[src/rtl/cache_ctrl.sv]
// Direct-mapped write-back/write-allocate cache controller for single-word CPU loads and stores.
// Latency: hit completes 3 clk after acceptance; a miss adds an optional write-back and a refill.
// Backpressure: cpu_ready is high only in IDLE; CPU requests seen in any other state are dropped.
module cache_ctrl #(
   parameter int tag_len    = 13,
   parameter int index_len  = 10,
   parameter int offset_len = 4,
   localparam int LINE_W    = 32 * (2 ** (offset_len - 2)),
   localparam int ADDR_W    = tag_len + index_len + offset_len
) (
   input  logic                 clk,
   input  logic                 reset,
   input  logic                 cpu_re,
   input  logic                 cpu_we,
   input  logic [ADDR_W-1:0]    cpu_addr,
   input  logic [31:0]          cpu_wdata,
   output logic                 cpu_ready,
   output logic                 cpu_valid,
   output logic [31:0]          cpu_rdata,
   output logic                 st_we,
   output logic                 st_re,
   output logic [index_len-1:0] st_addr,
   output logic [tag_len-1:0]   st_tag_in,
   output logic [2:0]           st_status_in,
   input  logic [tag_len-1:0]   st_tag_out,
   input  logic [2:0]           st_status_out,
   output logic                 d_we,
   output logic                 d_re,
   output logic [LINE_W-1:0]    d_data_in,
   input  logic [LINE_W-1:0]    d_data_out,
   output logic                 mem_req,
   output logic                 mem_we,
   output logic [ADDR_W-1:0]    mem_addr,
   output logic [LINE_W-1:0]    mem_wdata,
   input  logic                 mem_ack,
   input  logic [LINE_W-1:0]    mem_rdata
);

   localparam int WSEL_W = offset_len - 2;

   typedef enum logic [2:0] {
      S_IDLE,
      S_LOOKUP,
      S_COMPARE,
      S_WB,
      S_REFILL,
      S_FILL
   } state_t;

   state_t              state_q;
   logic                op_we_q;
   logic [ADDR_W-1:0]   addr_q;
   logic [31:0]         wdata_q;
   logic [LINE_W-1:0]   fill_q;
   logic                re_q;
   logic                we_q;
   logic                cpu_valid_q;
   logic [31:0]         cpu_rdata_q;
   logic [tag_len-1:0]  st_tag_in_q;
   logic [2:0]          st_status_in_q;
   logic [LINE_W-1:0]   d_data_in_q;
   logic                mem_req_q;
   logic                mem_we_q;
   logic [ADDR_W-1:0]   mem_addr_q;
   logic [LINE_W-1:0]   mem_wdata_q;

   // Fields of the latched request
   logic [tag_len-1:0]   req_tag;
   logic [index_len-1:0] req_index;
   logic [WSEL_W-1:0]    req_word;
   logic                 hit;
   logic                 victim_dirty;
   logic                 unused_bits;

   assign req_tag      = addr_q[ADDR_W-1 -: tag_len];
   assign req_index    = addr_q[offset_len +: index_len];
   assign req_word     = addr_q[offset_len-1:2];
   assign hit          = st_status_out[0] && (st_tag_out == req_tag);
   assign victim_dirty = st_status_out[0] && st_status_out[1];
   // Byte-lane bits and the reserved status bit carry no meaning here
   assign unused_bits  = ^{addr_q[1:0], st_status_out[2]};

   function automatic logic [31:0] get_word(input logic [LINE_W-1:0] line,
                                            input logic [WSEL_W-1:0] w);
      return line[{w, 5'b0} +: 32];
   endfunction

   function automatic logic [LINE_W-1:0] put_word(input logic [LINE_W-1:0] line,
                                                  input logic [WSEL_W-1:0] w,
                                                  input logic [31:0]       val);
      logic [LINE_W-1:0] res;
      res = line;
      res[{w, 5'b0} +: 32] = val;
      return res;
   endfunction

   assign cpu_ready    = (state_q == S_IDLE);
   assign cpu_valid    = cpu_valid_q;
   assign cpu_rdata    = cpu_rdata_q;
   assign st_we        = we_q;
   assign d_we         = we_q;
   assign st_re        = re_q;
   assign d_re         = re_q;
   assign st_addr      = req_index;
   assign st_tag_in    = st_tag_in_q;
   assign st_status_in = st_status_in_q;
   assign d_data_in    = d_data_in_q;
   assign mem_req      = mem_req_q;
   assign mem_we       = mem_we_q;
   assign mem_addr     = mem_addr_q;
   assign mem_wdata    = mem_wdata_q;

   // Controller FSM with all outputs registered; strobes and cpu_valid are single-clk pulses
   always_ff @(posedge clk or negedge reset) begin
      if (!reset) begin
         state_q        <= S_IDLE;
         op_we_q        <= 1'b0;
         addr_q         <= '0;
         wdata_q        <= '0;
         fill_q         <= '0;
         re_q           <= 1'b0;
         we_q           <= 1'b0;
         cpu_valid_q    <= 1'b0;
         cpu_rdata_q    <= '0;
         st_tag_in_q    <= '0;
         st_status_in_q <= '0;
         d_data_in_q    <= '0;
         mem_req_q      <= 1'b0;
         mem_we_q       <= 1'b0;
         mem_addr_q     <= '0;
         mem_wdata_q    <= '0;
      end else begin
         re_q        <= 1'b0;
         we_q        <= 1'b0;
         cpu_valid_q <= 1'b0;
         case (state_q)
            S_IDLE: begin
               if (cpu_re || cpu_we) begin
                  op_we_q <= cpu_we;
                  addr_q  <= cpu_addr;
                  wdata_q <= cpu_wdata;
                  // Read strobe is live during LOOKUP, indexed by the new address
                  re_q    <= 1'b1;
                  state_q <= S_LOOKUP;
               end
            end
            S_LOOKUP: begin
               state_q <= S_COMPARE;
            end
            S_COMPARE: begin
               if (hit) begin
                  if (op_we_q) begin
                     we_q           <= 1'b1;
                     d_data_in_q    <= put_word(d_data_out, req_word, wdata_q);
                     st_tag_in_q    <= req_tag;
                     st_status_in_q <= 3'b011;
                  end else begin
                     cpu_rdata_q <= get_word(d_data_out, req_word);
                  end
                  cpu_valid_q <= 1'b1;
                  state_q     <= S_IDLE;
               end else if (victim_dirty) begin
                  mem_req_q   <= 1'b1;
                  mem_we_q    <= 1'b1;
                  mem_addr_q  <= {st_tag_out, req_index, {offset_len{1'b0}}};
                  mem_wdata_q <= d_data_out;
                  state_q     <= S_WB;
               end else begin
                  mem_req_q  <= 1'b1;
                  mem_we_q   <= 1'b0;
                  mem_addr_q <= {req_tag, req_index, {offset_len{1'b0}}};
                  state_q    <= S_REFILL;
               end
            end
            S_WB: begin
               // Request drops for one clk before the refill is raised
               if (mem_ack) begin
                  mem_req_q <= 1'b0;
                  mem_we_q  <= 1'b0;
                  state_q   <= S_REFILL;
               end
            end
            S_REFILL: begin
               if (!mem_req_q) begin
                  mem_req_q  <= 1'b1;
                  mem_we_q   <= 1'b0;
                  mem_addr_q <= {req_tag, req_index, {offset_len{1'b0}}};
               end else if (mem_ack) begin
                  mem_req_q <= 1'b0;
                  fill_q    <= mem_rdata;
                  state_q   <= S_FILL;
               end
            end
            S_FILL: begin
               we_q        <= 1'b1;
               st_tag_in_q <= req_tag;
               if (op_we_q) begin
                  d_data_in_q    <= put_word(fill_q, req_word, wdata_q);
                  st_status_in_q <= 3'b011;
               end else begin
                  d_data_in_q    <= fill_q;
                  st_status_in_q <= 3'b001;
                  cpu_rdata_q    <= get_word(fill_q, req_word);
               end
               cpu_valid_q <= 1'b1;
               state_q     <= S_IDLE;
            end
            default: begin
               state_q <= S_IDLE;
            end
         endcase
      end
   end

endmodule

[config.mk]
export PLATFORM = sky130hd
export DESIGN_NAME = cache_ctrl
export DESIGN_NICKNAME = d
export VERILOG_FILES = /design/src/rtl/cache_ctrl.sv
export SDC_FILE = /design/constraint.sdc
export NUM_CORES = 1
export LEC_CHECK = 0
export BUFFER_PORTS_ARGS = -buffer_cell sky130_fd_sc_hd__clkbuf_2
export CORE_ASPECT_RATIO = 1.4
export CORE_MARGIN = 1.5
export CORE_UTILIZATION = 30
export CTS_BUF_LIST = sky130_fd_sc_hd__clkbuf_16
export CTS_CLUSTER_DIAMETER = 120
export DETAILED_ROUTE_END_ITERATION = 16
export GPL_TIMING_DRIVEN = 0
export HOLD_SLACK_MARGIN = 0.06
export SYNTH_ARGS = -nofsm -noshare
export SYNTH_HDL_FRONTEND = slang
export SYNTH_SLANG_ARGS = --single-unit
export TNS_END_PERCENT = 100
[constraint.sdc]
create_clock -name clk -period 3.4 [get_ports clk]
set_input_delay 0.68 -clock clk [delete_from_list [all_inputs] [get_ports clk]]
set_output_delay 0.68 -clock clk [all_outputs]
set_load 0.01 [all_outputs]
Word-level counts from Yosys, hierarchy flattened
Cells that the tools add are included.
{ "word_totals": {"reg_bits": 527, "latchBits": 0, "ram_bits": 0, "rom_bits": 0, "in_bits": 336, "output_inout_bits": 349, "wordCells": 98, "mem_count": 0} }
{ "op_classes": {"addsub": 1, "mul": 0, "n_div": 0, "magnitude_cmp": 0, "n_eq_ne": 16, "n_shift": 4, "muxes": 44, "bitwise": 1, "n_reduce_logical": 16} }
{ "ops": {"columns": ["cell", "count"], "rows": [
  ["$mux 128", 3],
  ["$bwmux 128", 2],
  ["$pmux 128 s2", 1],
  ["$shiftx 128x8->32", 2],
  ["$shift 32x9->128 const A", 1],
  ["$shiftx 32x9->128", 1],
  ["$mux 32", 3],
  ["$mux 27", 3],
  ["$pmux 32 s2", 1],
  ["$pmux 27 s2", 1],
  ["$mux 13", 2],
  ["$pmux 13 s2", 1],
  ["$mux 3", 8],
  ["$ne 2x2->1 const B", 9],
  ["$pmux 3 s5", 1],
  ["$reduce_and 3->1", 5],
  ["$eq 13x13->1", 1],
  ["$mux 1", 12],
  ["$reduce_and 4->1", 3],
  ["$neg 7->9", 1],
  ["$eq 3x2->1 const B", 2],
  ["$eq 3x3->1 const B", 2],
  ["$pmux 1 s3", 2],
  ["$pmux 3 s2", 1],
  ["11 further kinds", 14]
]} }

Depth between registers and ports, before layout
{ "logic_depth": {"depth_word": 6, "depth_mapped": 11, "depth_no_buf": 6} }

Worst setup path after synthesis
OpenSTA, ideal clock, no wires.
{ "synth_path": {"kind": "reg2reg", "startpoint": "register addr_q[3]", "endpoint": "register d_data_in_q[49], in the netlist d_data_in[49]", "setup_time_ns": 0.064, "arrival_time_ns": 2.668, "t_required_ns": 3.336, "path_slack_ns": 0.668, "path_stages_with_launch": 11, "n_path_buf": 4, "synth_period_minus_slack_ns": 2.732, "cell_sequence": "dfrtp_1 clkbuf_1 buf_2 buf_2 inv_1 ha_1 nor3b_1 clkbuf_1 a21oi_1 nor3_1 mux2_2"} }
{ "synth_via": {"elab_chain_len": 6, "elab_cells_between_ends": 9, "classes_between": "1 x add/sub; 2 x shift; 6 x mux"} }
{ "synth_lines": {"columns": ["element", "line", "source"], "rows": [
  ["from (decl)", "52", "logic [ADDR_W-1:0] addr_q;"],
  ["from (signal assigned)", "140", "addr_q <= cpu_addr;"],
  ["$neg 7->9 (*)", "93", "res[{w, 5'b0} +: 32] = val;"],
  ["$shiftx 32x9->128 / $shift 32x9->128 (equally long branches)", "93", null],
  ["$bwmux 128", "93", null],
  ["$mux 128", "152", "if (op_we_q) begin"],
  ["$mux 128", "151", "if (hit) begin"],
  ["$pmux 128 s2 (*)", "136", "case (state_q)"],
  ["to (signal assigned)", "154", "d_data_in_q <= put_word(d_data_out, req_word, wdata_q);"],
  ["to (signal assigned)", "198", "d_data_in_q <= put_word(fill_q, req_word, wdata_q);"],
  ["to (signal assigned)", "201", "d_data_in_q <= fill_q;"],
  ["to (decl)", "61", "logic [LINE_W-1:0] d_data_in_q;"]
]} }
Every way passes the cells marked *; elsewhere a longest branch is shown, timed or not. The select of a mux whose other input is x is not followed.
A chain may end at the register's enable or synchronous reset.

Worst setup path in the final report
{ "layout_path": {"startpoint": "register addr_q[2]", "endpoint": "register d_data_in_q[108], in the netlist d_data_in[108]"} }
The elaborated chain is that of the path after synthesis.

==> impl_metrics.tcl <==
set metrics [dict create \
    status "finished, final reports clean" \
    synth_edf_count 0 \
    ctsHtreeMaxLevel 2 \
    fmax_mhz 305.6 \
    cts_made_buffers 54 \
    cts_root_buf "clkbuf_16" \
    dpl.hpwl_um 80430 \
    wl_um 107000 \
    cts_tree "yes" \
    dpl.cell_count 3582 \
    relSlewSlack_pct 1.517 \
    tns_ns 0 \
    grt_pass1_wl_um 148700 \
    finalSetupViolCount 0 \
    vdd_drop_max_mv 0.5355 \
    cp_max_fo 10 \
    coreArea_um2 79220 \
    grt_overflow_total 0 \
    worst_pin_slew_ns 1.477 \
    start_util_pct 30.38 \
    synth_cell_types 39 \
    layout.nets 2927 \
    path_class "register to register" \
    final.period_utilization_pct 96.23 \
    clk_latency_ns 0.63 \
    antenna_found_initial 11 \
    rows 122 \
    io_buffers 676 \
    power_uw 31660 \
    num_vias 19192 \
    num-fill-cells 7776 \
    die_w_um 242.4 \
    rsz0062_at_grt "false" \
    clock-sinks 520 \
    whs_ns 0.2625 \
    drv_slew 0 \
    hold_violations 0 \
    cts.path.max_buffers 3 \
    async_flop_share_pct 100.0 \
    synth-seq-cells 520 \
    yosys_warnings 0 \
    cap_viol_max_count 0 \
    synth_top_cell_by_area "dfrtp_1" \
    cellPowerDensity_nw_per_um2 1025 \
    avgSynthCellArea_um2 13.06 \
    hold_path_class "input port to register" \
    die_h_um 338.2 \
    clk_pin_slew_worst_paths_ns 0.07 \
    yosys-top-cells-area "dfrtp_1 54%, mux2_2 22%, mux4_2 5.7%, mux2_1 3.3%, o22ai_1 3.0%" \
    finalClockSkew_ns 0.02342 \
    grt_pass1_vias 19631 \
    critPathRequiredTime_ns 3.96 \
    drtPass1Iterations 7 \
    synthesis.area_um2 24070 \
    worstPathArrival_ns 3.83 \
    synth_top_cell_area_share_pct 54.06 \
    yosysMostFrequentCell "dfrtp_1" \
    track_usage_pct 25.62 \
    cp-start-kind "register" \
    ant_nets 0 \
    seq_area_frac_synth_pct 54.06 \
    drive_gt1_share_pct 53.79 \
    synthFlopType "dfrtp_1" \
    grt_max_degree 105 \
    die-area_um2 81970 \
    layoutNonFillerInstCount 3686 \
    drt_iter0_markers 1183 \
    fin_crit_ns 3.272 \
    area_growth_pct 28.32 \
    leakagePower_uw 0.01477 \
    drt-wirelength-per-cell_um 29.04 \
    via_per_inst 5.207 \
    syn_inst 1843 \
    synth_common_cells "520 x dfrtp_1, 463 x mux2_2, 146 x nor2_1, 135 x a21oi_1, 116 x o22ai_1" \
    drc_errors 0 \
    gp_congestion 0.8564 \
    ios 685 \
    critPathCaptureType "register" \
]
state kept, by name (all words and copies together) (netlist names):
register	flops
addr_q	25
cpu_rdata	32
cpu_valid	1
d_data_in	128
d_re	1
d_we	1
fill_q	128
mem_addr	23
mem_req	1
mem_wdata	128
mem_we	1
op_we_q	1
st_status_in	2
st_tag_in	13
state_q	3
wdata_q	32
routing by layer:
metal | track usage (%) | share of wire (%)
met1 | 30.92 | 39
met2 | 43.83 | 49
met3 | 5.565 | 7.0
met4 | 10.96 | 4.3
met5 | 0 | 0.034
layout by cell type (no fill, tap or decap), types with 8 or more instances in the layout:
cell type / synthesis / layout
xor2_1: 12 / 12
clkbuf_4: 0 / 8
clkinv_2: 0 / 8
buf_4: 19 / 22
clkbuf_1: 61 / 35
buf_2: 54 / 56
clkbuf_2: 0 / 689
o22ai_1: 116 / 116
diode_2: 0 / 9
nor2_1: 146 / 146
inv_1: 5 / 11
a21oi_1: 135 / 134
buf_6: 9 / 11
dfrtp_1: 520 / 520
mux2_2: 463 / 463
nor3_1: 16 / 14
clkinv_1: 0 / 8
mux2_1: 70 / 70
mux4_2: 61 / 61
nand2_1: 99 / 99
clkbuf_16: 0 / 57
critical path: stages (launching register included):
cell	delay (ns)
dfrtp_1	0.53
ha_1	0.58
nand2b_1	0.17
clkbuf_1	0.69
clkbuf_1	0.71
o22ai_1	0.22
nor2_1	0.16
mux2_1	0.14
path summary, 6_finish.rpt:
kind	startpoint	end	slack, ns	depth (start not counted)
max reg2reg	addr_q[2]	d_data_in[108]	0.13	7
min reg2reg	st_status_in[0]	st_status_in[0]	0.48	1
max in group asynchronous	reset	d_data_in[85]	1.39	4
min in group asynchronous	reset	mem_wdata[66]	0.56	2
min	cpu_addr[2]	addr_q[2]	0.26	3
max	addr_q[2]	d_data_in[108]	0.13	7
per-stage QoR:
stage | worst slack, ns | area (µm²) | utilization, %
4_1_cts | -0.006316 | 30820 | 38.90
6_report | 0.1283 | 30890 | 38.99
3_5_place_dp | -1.473 | 28940 | 36.52
3_3_place_gp | -11.38 | 28790 | 36.34
2_1_floorplan | 0.6680 | 24090 | -
5_1_grt | 0.01745 | 30880 | 38.98
cells by family (layout without fill, tap and decap cells):
kind of cell,after synthesis,after routing,share of synthesized area [%]
AO/OA/AOI/OAI,268,268,6.326
XOR/XNOR,13,13,0.4730
adder cells (fa/ha/maj),5,5,0.2599
buffers and inverters,157,933,3.306
flip-flops,520,520,54.06
multiplexers,594,594,30.64
other,1,14,0.01558
AND/OR/NAND/NOR,285,285,4.922
where the power goes:
group / internal [µW] / total [µW] / switching [µW]
combinational: 6240 / 14200 / 7930
sequential: 9230 / 11300 / 2120
clock: 3470 / 6140 / 2670
final cells by class:
cell class	instances	area, µm²	area share [%]
Inverter	6	26.28	0.08506
Tap cell	1054	1319	4.269
Clock inverter	36	336.6	1.090
Multi-Input combinational cell	1170	10340	33.48
Antenna cell	9	22.52	0.07291
Timing Repair Buffer	685	3570	11.56
Sequential cell	520	13010	42.13
Buffer	149	834.6	2.702
Clock buffer	57	1426	4.618
timing repair:
item | in CTS | in global routing
hold buffers | 1 | 0
resized for setup | 41 | 28
buffers inserted | 2 | 0
setup endpoints to repair | 158 | 68
endpoints found under the hold margin | 39 | 0
Note: power is estimated with default switching activity, not from simulation.
